$ cat src/rtl/controle_pkg.sv
// Shared state codes and motor command encodings for the obstacle-avoidance
// sequencer.
package controle_pkg;

    typedef enum logic [2:0] {
        PARADO    = 3'd0,
        FRENTE    = 3'd1,
        RE        = 3'd2,
        GIRAR_DIR = 3'd3,
        GIRAR_ESQ = 3'd4,
        ERRO      = 3'd5
    } estado_t;

    localparam logic [1:0] MOTOR_PARA   = 2'b00;
    localparam logic [1:0] MOTOR_FRENTE = 2'b01;
    localparam logic [1:0] MOTOR_RE     = 2'b10;

endpackage

$ cat src/rtl/sincronizador.sv
// Two-flop synchronizer bank that brings asynchronous sensor levels into the
// clk domain.
module sincronizador #(
    parameter int LARGURA = 1
) (
    input  logic               clk,
    input  logic               rst_n,
    input  logic [LARGURA-1:0] assincrono,
    output logic [LARGURA-1:0] sincrono
);

    logic [LARGURA-1:0] meta;

    always_ff @(posedge clk or negedge rst_n) begin
        if (!rst_n) begin
            meta     <= '0;
            sincrono <= '0;
        end else begin
            meta     <= assincrono;
            sincrono <= meta;
        end
    end

endmodule

$ cat src/rtl/controle_movimento.sv
// Timed obstacle-avoidance sequencer: drives forward, reverses and turns for
// programmed cycle counts, and latches an error when the robot is boxed in.
module controle_movimento
    import controle_pkg::*;
#(
    parameter int RE_CICLOS    = 8,
    parameter int GIRO_CICLOS  = 6,
    parameter int LARGURA_CONT = 16
) (
    input  logic       clk,
    input  logic       rst_n,
    input  logic       Sensor_Frontal,
    input  logic       Sensor_Direito,
    input  logic       Sensor_Esquerdo,
    input  logic       Sensor_Trazeiro,
    input  logic       habilita,
    input  logic       limpa_erro,
    output logic [1:0] Motor_Esq,
    output logic [1:0] Motor_Dir,
    output logic       Saida_Re,
    output logic       Saida_Girar,
    output logic       Saida_Erro,
    output logic [2:0] Estado
);

    localparam logic [LARGURA_CONT-1:0] CARGA_RE   = LARGURA_CONT'(RE_CICLOS - 1);
    localparam logic [LARGURA_CONT-1:0] CARGA_GIRO = LARGURA_CONT'(GIRO_CICLOS - 1);
    localparam logic [LARGURA_CONT-1:0] UM         = LARGURA_CONT'(1);

    logic [3:0]              sensores;
    logic                    sf, sd, se, st;
    logic                    bloqueio;
    estado_t                 estado;
    logic [LARGURA_CONT-1:0] timer;

    sincronizador #(.LARGURA(4)) u_sincronizador (
        .clk        (clk),
        .rst_n      (rst_n),
        .assincrono ({Sensor_Frontal, Sensor_Direito, Sensor_Esquerdo, Sensor_Trazeiro}),
        .sincrono   (sensores)
    );

    assign {sf, sd, se, st} = sensores;
    assign bloqueio = sf & sd & se & st;

    // Priority: bloqueio, then loss of habilita, then per-state transitions.
    always_ff @(posedge clk or negedge rst_n) begin
        if (!rst_n) begin
            estado <= PARADO;
            timer  <= '0;
        end else if (estado != ERRO && bloqueio) begin
            estado <= ERRO;
        end else if (!habilita && (estado inside {FRENTE, RE, GIRAR_DIR, GIRAR_ESQ})) begin
            estado <= PARADO;
        end else begin
            case (estado)
                PARADO: begin
                    if (habilita) estado <= FRENTE;
                end
                FRENTE: begin
                    if (sf || (sd && se)) begin
                        estado <= RE;
                        timer  <= CARGA_RE;
                    end else if (se) begin
                        estado <= GIRAR_DIR;
                        timer  <= CARGA_GIRO;
                    end else if (sd) begin
                        estado <= GIRAR_ESQ;
                        timer  <= CARGA_GIRO;
                    end
                end
                RE: begin
                    if (sf && st) begin
                        estado <= ERRO;
                    end else if (st || timer == '0) begin
                        // Turn away from whichever side is blocked.
                        estado <= sd ? GIRAR_ESQ : GIRAR_DIR;
                        timer  <= CARGA_GIRO;
                    end else begin
                        timer <= timer - UM;
                    end
                end
                GIRAR_DIR, GIRAR_ESQ: begin
                    if (timer == '0) estado <= FRENTE;
                    else             timer  <= timer - UM;
                end
                ERRO: begin
                    if (limpa_erro && !bloqueio) estado <= PARADO;
                end
                default: estado <= PARADO;
            endcase
        end
    end

    always_comb begin
        Motor_Esq   = MOTOR_PARA;
        Motor_Dir   = MOTOR_PARA;
        Saida_Re    = 1'b0;
        Saida_Girar = 1'b0;
        Saida_Erro  = 1'b0;
        case (estado)
            FRENTE: begin
                Motor_Esq = MOTOR_FRENTE;
                Motor_Dir = MOTOR_FRENTE;
            end
            RE: begin
                Motor_Esq = MOTOR_RE;
                Motor_Dir = MOTOR_RE;
                Saida_Re  = 1'b1;
            end
            GIRAR_DIR: begin
                Motor_Esq   = MOTOR_FRENTE;
                Motor_Dir   = MOTOR_RE;
                Saida_Girar = 1'b1;
            end
            GIRAR_ESQ: begin
                Motor_Esq   = MOTOR_RE;
                Motor_Dir   = MOTOR_FRENTE;
                Saida_Girar = 1'b1;
            end
            ERRO: Saida_Erro = 1'b1;
            default: ;
        endcase
    end

    assign Estado = estado;

endmodule

$ cat config.mk
export PLATFORM = sky130hd
export DESIGN_NAME = controle_movimento
export DESIGN_NICKNAME = d
export VERILOG_FILES = /design/src/rtl/controle_pkg.sv /design/src/rtl/sincronizador.sv /design/src/rtl/controle_movimento.sv
export SDC_FILE = /design/constraint.sdc
export NUM_CORES = 1
export LEC_CHECK = 0
export BUFFER_PORTS_ARGS = -buffer_cell sky130_fd_sc_hd__buf_2
export CELL_PAD_IN_SITES_DETAIL_PLACEMENT = 0
export CELL_PAD_IN_SITES_GLOBAL_PLACEMENT = 1
export CORE_MARGIN = 3
export CORE_UTILIZATION = 38
export DETAILED_ROUTE_END_ITERATION = 10
export MAX_ROUTING_LAYER = met4
export PLACE_DENSITY = 0.75
export SLEW_MARGIN = 20
export SYNTH_ARGS = -nofsm -noshare
export SYNTH_HDL_FRONTEND = slang
export SYNTH_SLANG_ARGS = --single-unit
$ cat constraint.sdc
create_clock -name clk -period 3.1 [get_ports clk]
set_input_delay 0.62 -clock clk [delete_from_list [all_inputs] [get_ports clk]]
set_output_delay 0.62 -clock clk [all_outputs]
set_load 0.02 [all_outputs]
* Yosys cells after proc, flatten, opt, wreduce, memory -nomap -nowiden
Cells that the tools add are included.
** Word-level totals
- Logic and storage cells :: 68
- Output and inout port bits :: 10
- Flip-flop bits (word level) :: 27
- Bits of input ports :: 8
** Operators by class
- Equal/unequal tests :: 14
- Bitwise operators :: 5
- Muxes and demuxes :: 24
- Reductions and logical operators :: 20
- Add/sub/neg operators :: 1
** Operators by type and width (count)
- $mux W16 :: 6
- $pmux W16 S3 :: 1
- $mux W3 :: 11
- $logic_not A16 Y1 :: 1
- $sub A16 B1 Y16 const B :: 1
- $pmux W3 S5 :: 1
- $reduce_or A2 Y1 :: 5
- $ne A4 B1 Y1 const B :: 2
- $ne A4 B4 Y1 const B :: 2
- $pmux W2 S2 :: 2
- $eq A3 B2 Y1 const B :: 2
- $eq A3 B3 Y1 const B :: 2
- $ne A6 B2 Y1 const B :: 1
- $reduce_and A6 Y1 :: 1
- $logic_and A1 B1 Y1 :: 5
- $ne A5 B2 Y1 const B :: 1
- $reduce_and A5 Y1 :: 1
- $ne A2 B2 Y1 const B :: 2
- $reduce_bool A4 Y1 :: 1
- $and A1 B1 Y1 :: 3
- $eq A3 B1 Y1 const B :: 1
- $logic_not A3 Y1 :: 1
- $mux W1 :: 3
- $ne A3 B3 Y1 const B :: 1
- 4 further kinds :: 7

* Logic depth before layout (Yosys ltp)
Gate-level depths: netlist (run 1).
- Depth in word-level cells :: 9
- Gate-level depth with buffers :: 7
- Gate-level depth less buffers :: 7

* Cells and area by module
Synthesis (run 1) repeated with hierarchy kept, for this count alone.
** Unflattened totals
- Cells, all modules :: 182
- Area, all modules :: 1625.3 um^2
** By module, submodules not included
- controle_movimento :: area an instance 1425.1 um^2, times used 1, cells each 174, seq. area each 475.5 um^2
- sincronizador :: area an instance 200.2 um^2, times used 1, cells each 8, seq. area each 200.2 um^2

* Worst setup path after synthesis (run 1)
Ideal clock, no wire load.
- Kind :: register to register
- From :: register estado[2] (netlist: Estado[2])
- To :: register estado[0] (netlist: Estado[0])
- Required time :: 2.972 ns
- Slack :: 1.185 ns
- Setup time :: 0.128 ns
- Arrival time :: 1.787 ns
- Path buffers :: 0
- Cell stages (with the launch flop) :: 6
- Period minus slack after synthesis :: 1.915 ns
- Path through :: dfrtp_1 -> and2b_1 -> a21oi_1 -> o21ai_0 -> o21ai_1 -> mux2_1
** Between the ends
- Cells in the longest elaborated chain, start to end :: 5
- Elaborated cells between the ends (all ways) :: 20
- Classes of those cells :: eq/ne (11); mux (3); reduce/logical (6)
** Ends and longest elaborated chain
- start: declaration :: line controle_movimento.sv:33 : estado_t estado;
- start signal: assignment :: line controle_movimento.sv:77 : estado <= sd ? GIRAR_ESQ : GIRAR_DIR;
- $eq A3 B1 Y1, or another cell as far along :: line controle_movimento.sv:53, controle_movimento.sv:56
- $reduce_bool A4 Y1 or $reduce_or A2 Y1 (tied branches)
- $logic_and A1 B1 Y1 or $pmux W3 S5 (tied branches) :: line controle_movimento.sv:53, controle_movimento.sv:56
- $ne A6 B2 Y1 (no source line), or another cell as far along
- $reduce_and A5 Y1 (no source line) or $mux W3 (tied branches)
Parallel ways exist; a longest one is shown, timed or not.
A chain may end at the register's enable or synchronous reset.

* Worst setup path after layout (run 1)
- From :: register estado[1] (netlist: Estado[1])
- To :: register timer[0]
** Between the ends
- Cells in the longest elaborated chain, start to end :: 5
- Elaborated cells between the ends (all ways) :: 17
- Classes of those cells :: eq/ne (8); mux (1); bitwise (2); reduce/logical (6)
** Ends and longest elaborated chain
- $eq A3 B1 Y1, or another cell as far along :: line controle_movimento.sv:53, controle_movimento.sv:56
- $reduce_bool A4 Y1 :: line controle_movimento.sv:53 : end else if (!habilita && (estado inside {FRENTE, RE, GIRAR_DIR, GIRAR_ESQ})) begin
- $logic_and A1 B1 Y1 :: line controle_movimento.sv:53
- $not A1 Y1 (no source line)
- $reduce_and A6 Y1 (no source line)
- end signal: assignment :: line controle_movimento.sv:80 : timer <= timer - UM;
- end signal: assignment :: line controle_movimento.sv:85 : else timer <= timer - UM;
- end: declaration :: line controle_movimento.sv:34 : logic [LARGURA_CONT-1:0] timer;
Parallel ways exist; a longest one is shown, timed or not.

==> results of run 1 <==
==> worst register-to-register path, cell delays in order (launching register included) <==
cell,delay (ns)
dfrtp_1,0.68
and2b_1,0.29
a21oi_1,0.14
a31oi_4,0.53
o211ai_1,0.19
buf_4,0.22
mux2_2,0.27
==> cells by family (layout without fill, tap and decap cells) <==
logic type,Yosys count,count (layout),share of synthesized area
AO/OA/AOI/OAI,58,58,0.2741
XOR/XNOR,2,2,0.009500
adder cells (fa/ha/maj),2,2,0.01357
buffers and inverters,29,44,0.07530
flip-flops,27,27,0.3664
multiplexers,6,6,0.03392
AND/OR/NAND/NOR,70,70,0.2273
==> worst max path at each step <==
stage	start	endpoint	slack, ns	depth (start not counted)
floorplan	Estado[2]	Estado[0]	1.19	5
global placement	Estado[1]	timer[0]	0.77	6
global route	Estado[1]	timer[0]	0.50	6
finish	Estado[1]	timer[0]	0.69	6
detailed placement	Estado[1]	timer[0]	0.71	6
CTS	Estado[1]	timer[0]	0.68	6
==> state kept, by name, summed over array words and instances, names as in the netlist <==
name and count:
u_sincronizador.sincrono 4, timer 16, u_sincronizador.meta 4, Estado 3
==> metrics by stage <==
stage | std cells | area [um2]
CTS | 261 | 2006
detailed placement | 257 | 1957
global placement | 257 | 1957
global route | 261 | 2006
finish | 261 | 2006
floorplan | 194 | 1844
==> area by class of cell <==
class | instances | area [um2]
Fill cell | 452 | 2499
Multi-Input combinational cell | 138 | 1030
Sequential cell | 27 | 675.6
Timing Repair Buffer | 21 | 115.1
Inverter | 19 | 71.32
Tap cell | 52 | 65.06
Clock buffer | 3 | 41.29
Clock inverter | 1 | 7.507
==> synth_stat cells (2+ instances only) <==
cell	number
o21a_1	2
or2_2	5
nor3_2	2
buf_2	5
nor2_1	10
o22ai_1	11
a21oi_1	8
buf_6	2
a32oi_1	2
mux2i_1	4
a21o_1	2
buf_4	2
o21ai_2	2
nand2b_1	6
a221oi_2	6
ha_1	2
o21ai_0	3
dfrtp_1	27
a221oi_1	7
o2111ai_1	3
nor3_1	4
nand2_1	17
or3_1	3
and2b_1	2
inv_1	19
nand3b_1	2
xnor2_1	2
nand3_1	7
==> metal layers <==
layer  vias up  routed length, um  track usage
met2        52               1617       0.2205
li1        760                  -            -
met5         -                  0            -
met4         0                 57      0.04660
met3         7                234      0.01979
met1       704               1970       0.2365
==> power breakdown <==
group	internal, W	switching, W
logic	0.000466	0.000678
registers	0.000388	0.0000956
clock network	0.0000913	0.000115
total	0.000945	0.000888
==> reports/results.ini, run 1 <==
[sta]
slew_violations = 0
max-slew-margin-rel = 0.4561
clock_skew_ns = 0.007705
grt_setup_unrepaired = false
fmax_ghz = 0.4148
finalWorstSetupSlack_ns = 0.6894
tns_ns = 0
worst_pin_slew_ns = 0.8158
fin_crit_ns = 2.411
timing.hold.ws_ns = 0.3422
finalHoldViolCount = 0
finalCritPeriodShare = 0.7776
finalSetupViolCount = 0

[logic_synthesis]
avgSynthCellArea_um2 = 9.507
yosys_most_used_dff = dfrtp_1
yosysSeqAreaShare = 0.3664
synth.top_cell.area_share = 0.3664
synthesis.area_um2 = 1844
synth.distinct_cells = 55
syn_nets = 204
post-synth-top-area-cell = dfrtp_1
syn_inst = 194
ys_ff_latch = 27
synth-edff-count = 0
async_flop_share = 1.000
yosys-top-cells-area = dfrtp_1 37%, a221oi_2 4.9%, inv_1 3.9%, o22ai_1 3.7%, nand2_1 3.5%
yosys_warnings = 0

[worst_setup_path]
cp_slowest_cell = dfrtp_1
rr_endpoint = timer[0]
r2r_slack_ns = 0.69
worstPathArrival_ns = 2.58
cp_num_buf_inv = 1
cp-end-kind = flip-flop
cp_cell_sequence = and2b_1 -> a21oi_1 -> a31oi_4 -> o211ai_1 -> buf_4 -> mux2_2
timing.rr.start = Estado[1]
worst-r2r-cell-count = 6
critPathTopFamily = compound AO/OA/AOI/OAI gates
required_ns = 3.27
cp_slowest_stage_delay_ns = 0.68
worst_setup_path_start_kind = flip-flop
path_class = reg2reg
crit_fanout = 18

[cts]
cts_hold_buf = 0
clk_path_buf_depth = 2
htreeDepth = 1
cts.sinks = 27
path_clk_slew_ns = 0.10
cts_resized = 0
clock_latency_ns = 0.28
root_buffer = clkbuf_8
cts_setup_buffers = 0
cts_buffers = 3
cts_tree = yes

[job]
cap_viol_max_count = 0

[pwr]
ir_drop_uv = 412.0
total_power_w = 0.001834
p_per_area_nw_per_um2 = 914.2
cellLeakagePower_nw = 0.8118

[detailed_routing]
wl_per_cell_um = 14.87
drtPass1Iterations = 4
drt-vias-per-instance = 5.835
num_vias = 1523
drc = 0
drt_iter0_markers = 165
drt-total-wl_um = 3880
ant_nets = 0

[hold_path]
hold_path_class = in2async

[place]
dp_slack_ns = 0.7083
numPortBuffers = 17
hpwl_um = 2797
gp_congestion = 0.9290

[global_route]
globalRoute.totalOverflow = 0
track_usage = 0.1576
grt_max_degree = 28
grt_pass1_wl_um = 6906
antenna_found_initial = 0
grt_pass1_vias = 1424

[floorplan]
placementRows = 24
core-area_um2 = 4504
die_w_um = 75.67
die-area_um2 = 5725
die_h_um = 75.67
start_util = 0.4094
ios = 18

[finish]
drive_gt1_frac = 0.2440
final_common_cell = dfrtp_1
insertedDiodeCount = 0
nets = 220
final_util = 0.4453
final_cell_mix = 27 x dfrtp_1, 19 x inv_1, 17 x nand2_1, 17 x buf_2, 11 x o22ai_1
area_growth_pct = 8.751

[outcome]
status = completed

No activity file was read; power rests on OpenSTA's default activity.
==> run 2: changes to the inputs <==
- ABC_AREA: default -> 1
- PLACE_DENSITY: 0.75 -> 0.8
- clock period: 3.1 -> 2.4 ns (I/O delays scaled with it)
==> run 2 against run 1 <==
Net effect: area after synthesis up 5.2%; global-route usage up 1.8 points; setup slack worse by 0.37 ns; flip-flop and latch count unchanged; die area up 4.7%; critical path type is now reg2out; largest cell class unchanged.
==> reports/results.ini, run 2 <==
[outcome]
status = completed

[pwr]
cellLeakagePower_nw = 1.305  ; +61%
ir_drop_uv = 530.9  ; +29%
total_power_w = 0.003002  ; +64%
p_per_area_nw_per_um2 = 1402  ; +53%

[global_route]
track_usage = 0.1758  ; +0.01819
grt_max_degree = 28  ; unchanged
grt_pass1_wl_um = 8369  ; +21%
antenna_found_initial = 0  ; unchanged
globalRoute.totalOverflow = 0  ; unchanged
grt_pass1_vias = 1766  ; +24%

[finish]
final_cells = 389  ; +49%
multi_input_area_um2 = 1107  ; +7.5%
drive_gt1_frac = 0.1242  ; -0.1198
largest_reg_flops = 16  ; unchanged
area_growth_pct = 10.39
final_common_cell = nand2_1
regArea_um2 = 675.6  ; unchanged
final_util = 0.4444  ; -0.0008620
insertedDiodeCount = 0  ; unchanged
largest-register = timer
reg_top3 = timer (16), u_sincronizador.meta (4), u_sincronizador.sincrono (4)
final_cell_mix = 135 x nand2_1, 36 x nor2_1, 30 x inv_1
nets = 333  ; +51%
fill_cells = 522  ; +15%

[logic_synthesis]
syn_inst = 304  ; +57%
yosysSeqAreaShare = 0.3484  ; -0.01796
synth.distinct_cells = 27  ; -51%
ys_ff_latch = 27  ; unchanged
synth.top_cell.area_share = 0.3484  ; -0.01796
synth_common_cells = 135 x nand2_1, 36 x nor2_1, 30 x inv_1, 29 x nand3_1, 27 x dfrtp_1
yosys-top-cells-area = dfrtp_1 35%, nand2_1 26%, nand3_1 7.5%, nor2_1 7.0%, inv_1 5.8%
post-synth-top-area-cell = dfrtp_1
synthesis.area_um2 = 1939  ; +5.2%
yosysMostFrequentCell = nand2_1
avgSynthCellArea_um2 = 6.379  ; -33%
yosys_warnings = 0  ; unchanged
synth-edff-count = 0  ; unchanged
syn_nets = 314  ; +54%
yosys_most_used_dff = dfrtp_1
async_flop_share = 1.000  ; unchanged

[sta]
grt_setup_unrepaired = false
worst_pin_slew_ns = 0.9821  ; +0.1663 ns
finalCritPeriodShare = 0.8672
finalHoldViolCount = 0  ; unchanged
fmax_ghz = 0.4805
max-slew-margin-rel = 0.3453  ; -0.1108
slew_violations = 0  ; unchanged
fin_crit_ns = 2.081
finalSetupViolCount = 0  ; unchanged
clock_skew_ns = 0.008398  ; +0.0006926 ns
tns_ns = 0  ; unchanged

[place]
hpwl_um = 3460  ; +24%
gp_congestion = 0.8587  ; -7.6%
numPortBuffers = 17  ; unchanged
dp_cells = 385  ; +50%

[floorplan]
die_w_um = 77.44  ; +2.3%
placementRows = 25  ; +4.2%
start_util = 0.4026  ; -0.006847
die_h_um = 77.44  ; +2.3%
die-area_um2 = 5997  ; +4.7%
ios = 18  ; unchanged
core-area_um2 = 4817  ; +6.9%

[detailed_routing]
num_vias = 1831  ; +20%
drc = 0  ; unchanged
drt-total-wl_um = 4555  ; +17%
drt-vias-per-instance = 4.707  ; -19%
ant_nets = 0  ; unchanged
wl_per_cell_um = 11.71  ; -21%
drt_iter0_markers = 81  ; -51%
drtPass1Iterations = 4  ; unchanged

[worst_setup_path]
path_class = reg2out
timing.rr.start = timer[0]
cp_slowest_stage_delay_ns = 0.43  ; -0.25 ns
cp_cell_sequence = inv_2 -> nor2_4 -> nand2_2 -> clkinv_1 -> buf_2
required_ns = 1.92  ; -1.35 ns
worstSetupStartpoint = Estado[1]
worstPathArrival_ns = 1.60  ; -0.98 ns
crit_fanout = 11  ; -7
cp_slowest_cell = dfrtp_1
cp-end-kind = output port
worst_setup_path_start_kind = flip-flop
critPathTopFamily = buffers and inverters
cp_num_buf_inv = 3  ; +2

[job]
cap_viol_max_count = 0  ; unchanged

[cts]
cts_resized = 0  ; unchanged
htreeDepth = 1  ; unchanged
clock_latency_ns = 0.28  ; about the same
cts_setup_buffers = 0  ; unchanged
path_clk_slew_ns = 0.10  ; about the same
cts_tree = yes
cts_hold_buf = 0  ; unchanged
cts_buffers = 3  ; unchanged
clk_path_buf_depth = 2  ; unchanged
root_buffer = clkbuf_8
cts.sinks = 27  ; unchanged

[hold_path]
hold_path_class = in2async

-- run 2: layer usage --
metal  wire, um  track usage
met1       2388       0.2520
met2       1946       0.2642
met4         50      0.03737
met5          0            -
met3        170      0.02552
-- run 2: per-stage QoR --
step | cell area [um2] | hold slack, ns | setup WS (ns)
floorplan | 1939 | 0.1844 | 0.6059
global placement | 2091 | 0.3320 | 0.4669
detailed placement | 2091 | 0.3405 | 0.4269
CTS | 2141 | 0.2122 | 0.2976
global route | 2141 | 0.2353 | 0.07903
finish | 2141 | 0.1943 | 0.3187
-- run 2: worst paths after layout --
path,endpoint,slack (ns),cells past startpoint
min reg2reg,u_sincronizador.sincrono[1],0.36,0
max reg2reg,timer[13],0.39,9
max in group asynchronous,Estado[1],1.80,1
min,timer[3],0.19,1
max,Saida_Re,0.32,5
min in group clk,u_sincronizador.meta[2],0.31,1
-- run 2: where the power goes --
part	total, W	internal, W	switching, W
combinational	0.00198	0.000605	0.00137
sequential	0.000750	0.000582	0.000169
clock	0.000274	0.000122	0.000152
total	0.00300	0.00131	0.00169
-- run 2: worst register-to-register path, stage by stage (launching register included) --
cell and delay, ns:
dfrtp_1 0.38, inv_1 0.09, ha_1 0.22, nand2_1 0.07, nor2_1 0.05, a21oi_1 0.77, nand4_1 0.17, nand2_1 0.11
nand2_1 0.05, nand2_1 0.06
-- run 2: layout make-up --
class / count / share of cell area
Timing Repair Buffer: 19 / 0.04676
Multi-Input combinational cell: 239 / 0.5172
Sequential cell: 27 / 0.3156
Tap cell: 67 / 0.03916
Inverter: 33 / 0.05786
Clock buffer: 3 / 0.01929
Clock inverter: 1 / 0.004091
-- run 2: cell families after synthesis --
logic type / count (synthesis) / synth area share
compound gates: 10 / 0.03549
xor+xnor: 6 / 0.02710
fa+ha+maj: 2 / 0.01290
buf+inv: 38 / 0.08065
flops: 27 / 0.3484
simple gates: 221 / 0.4955
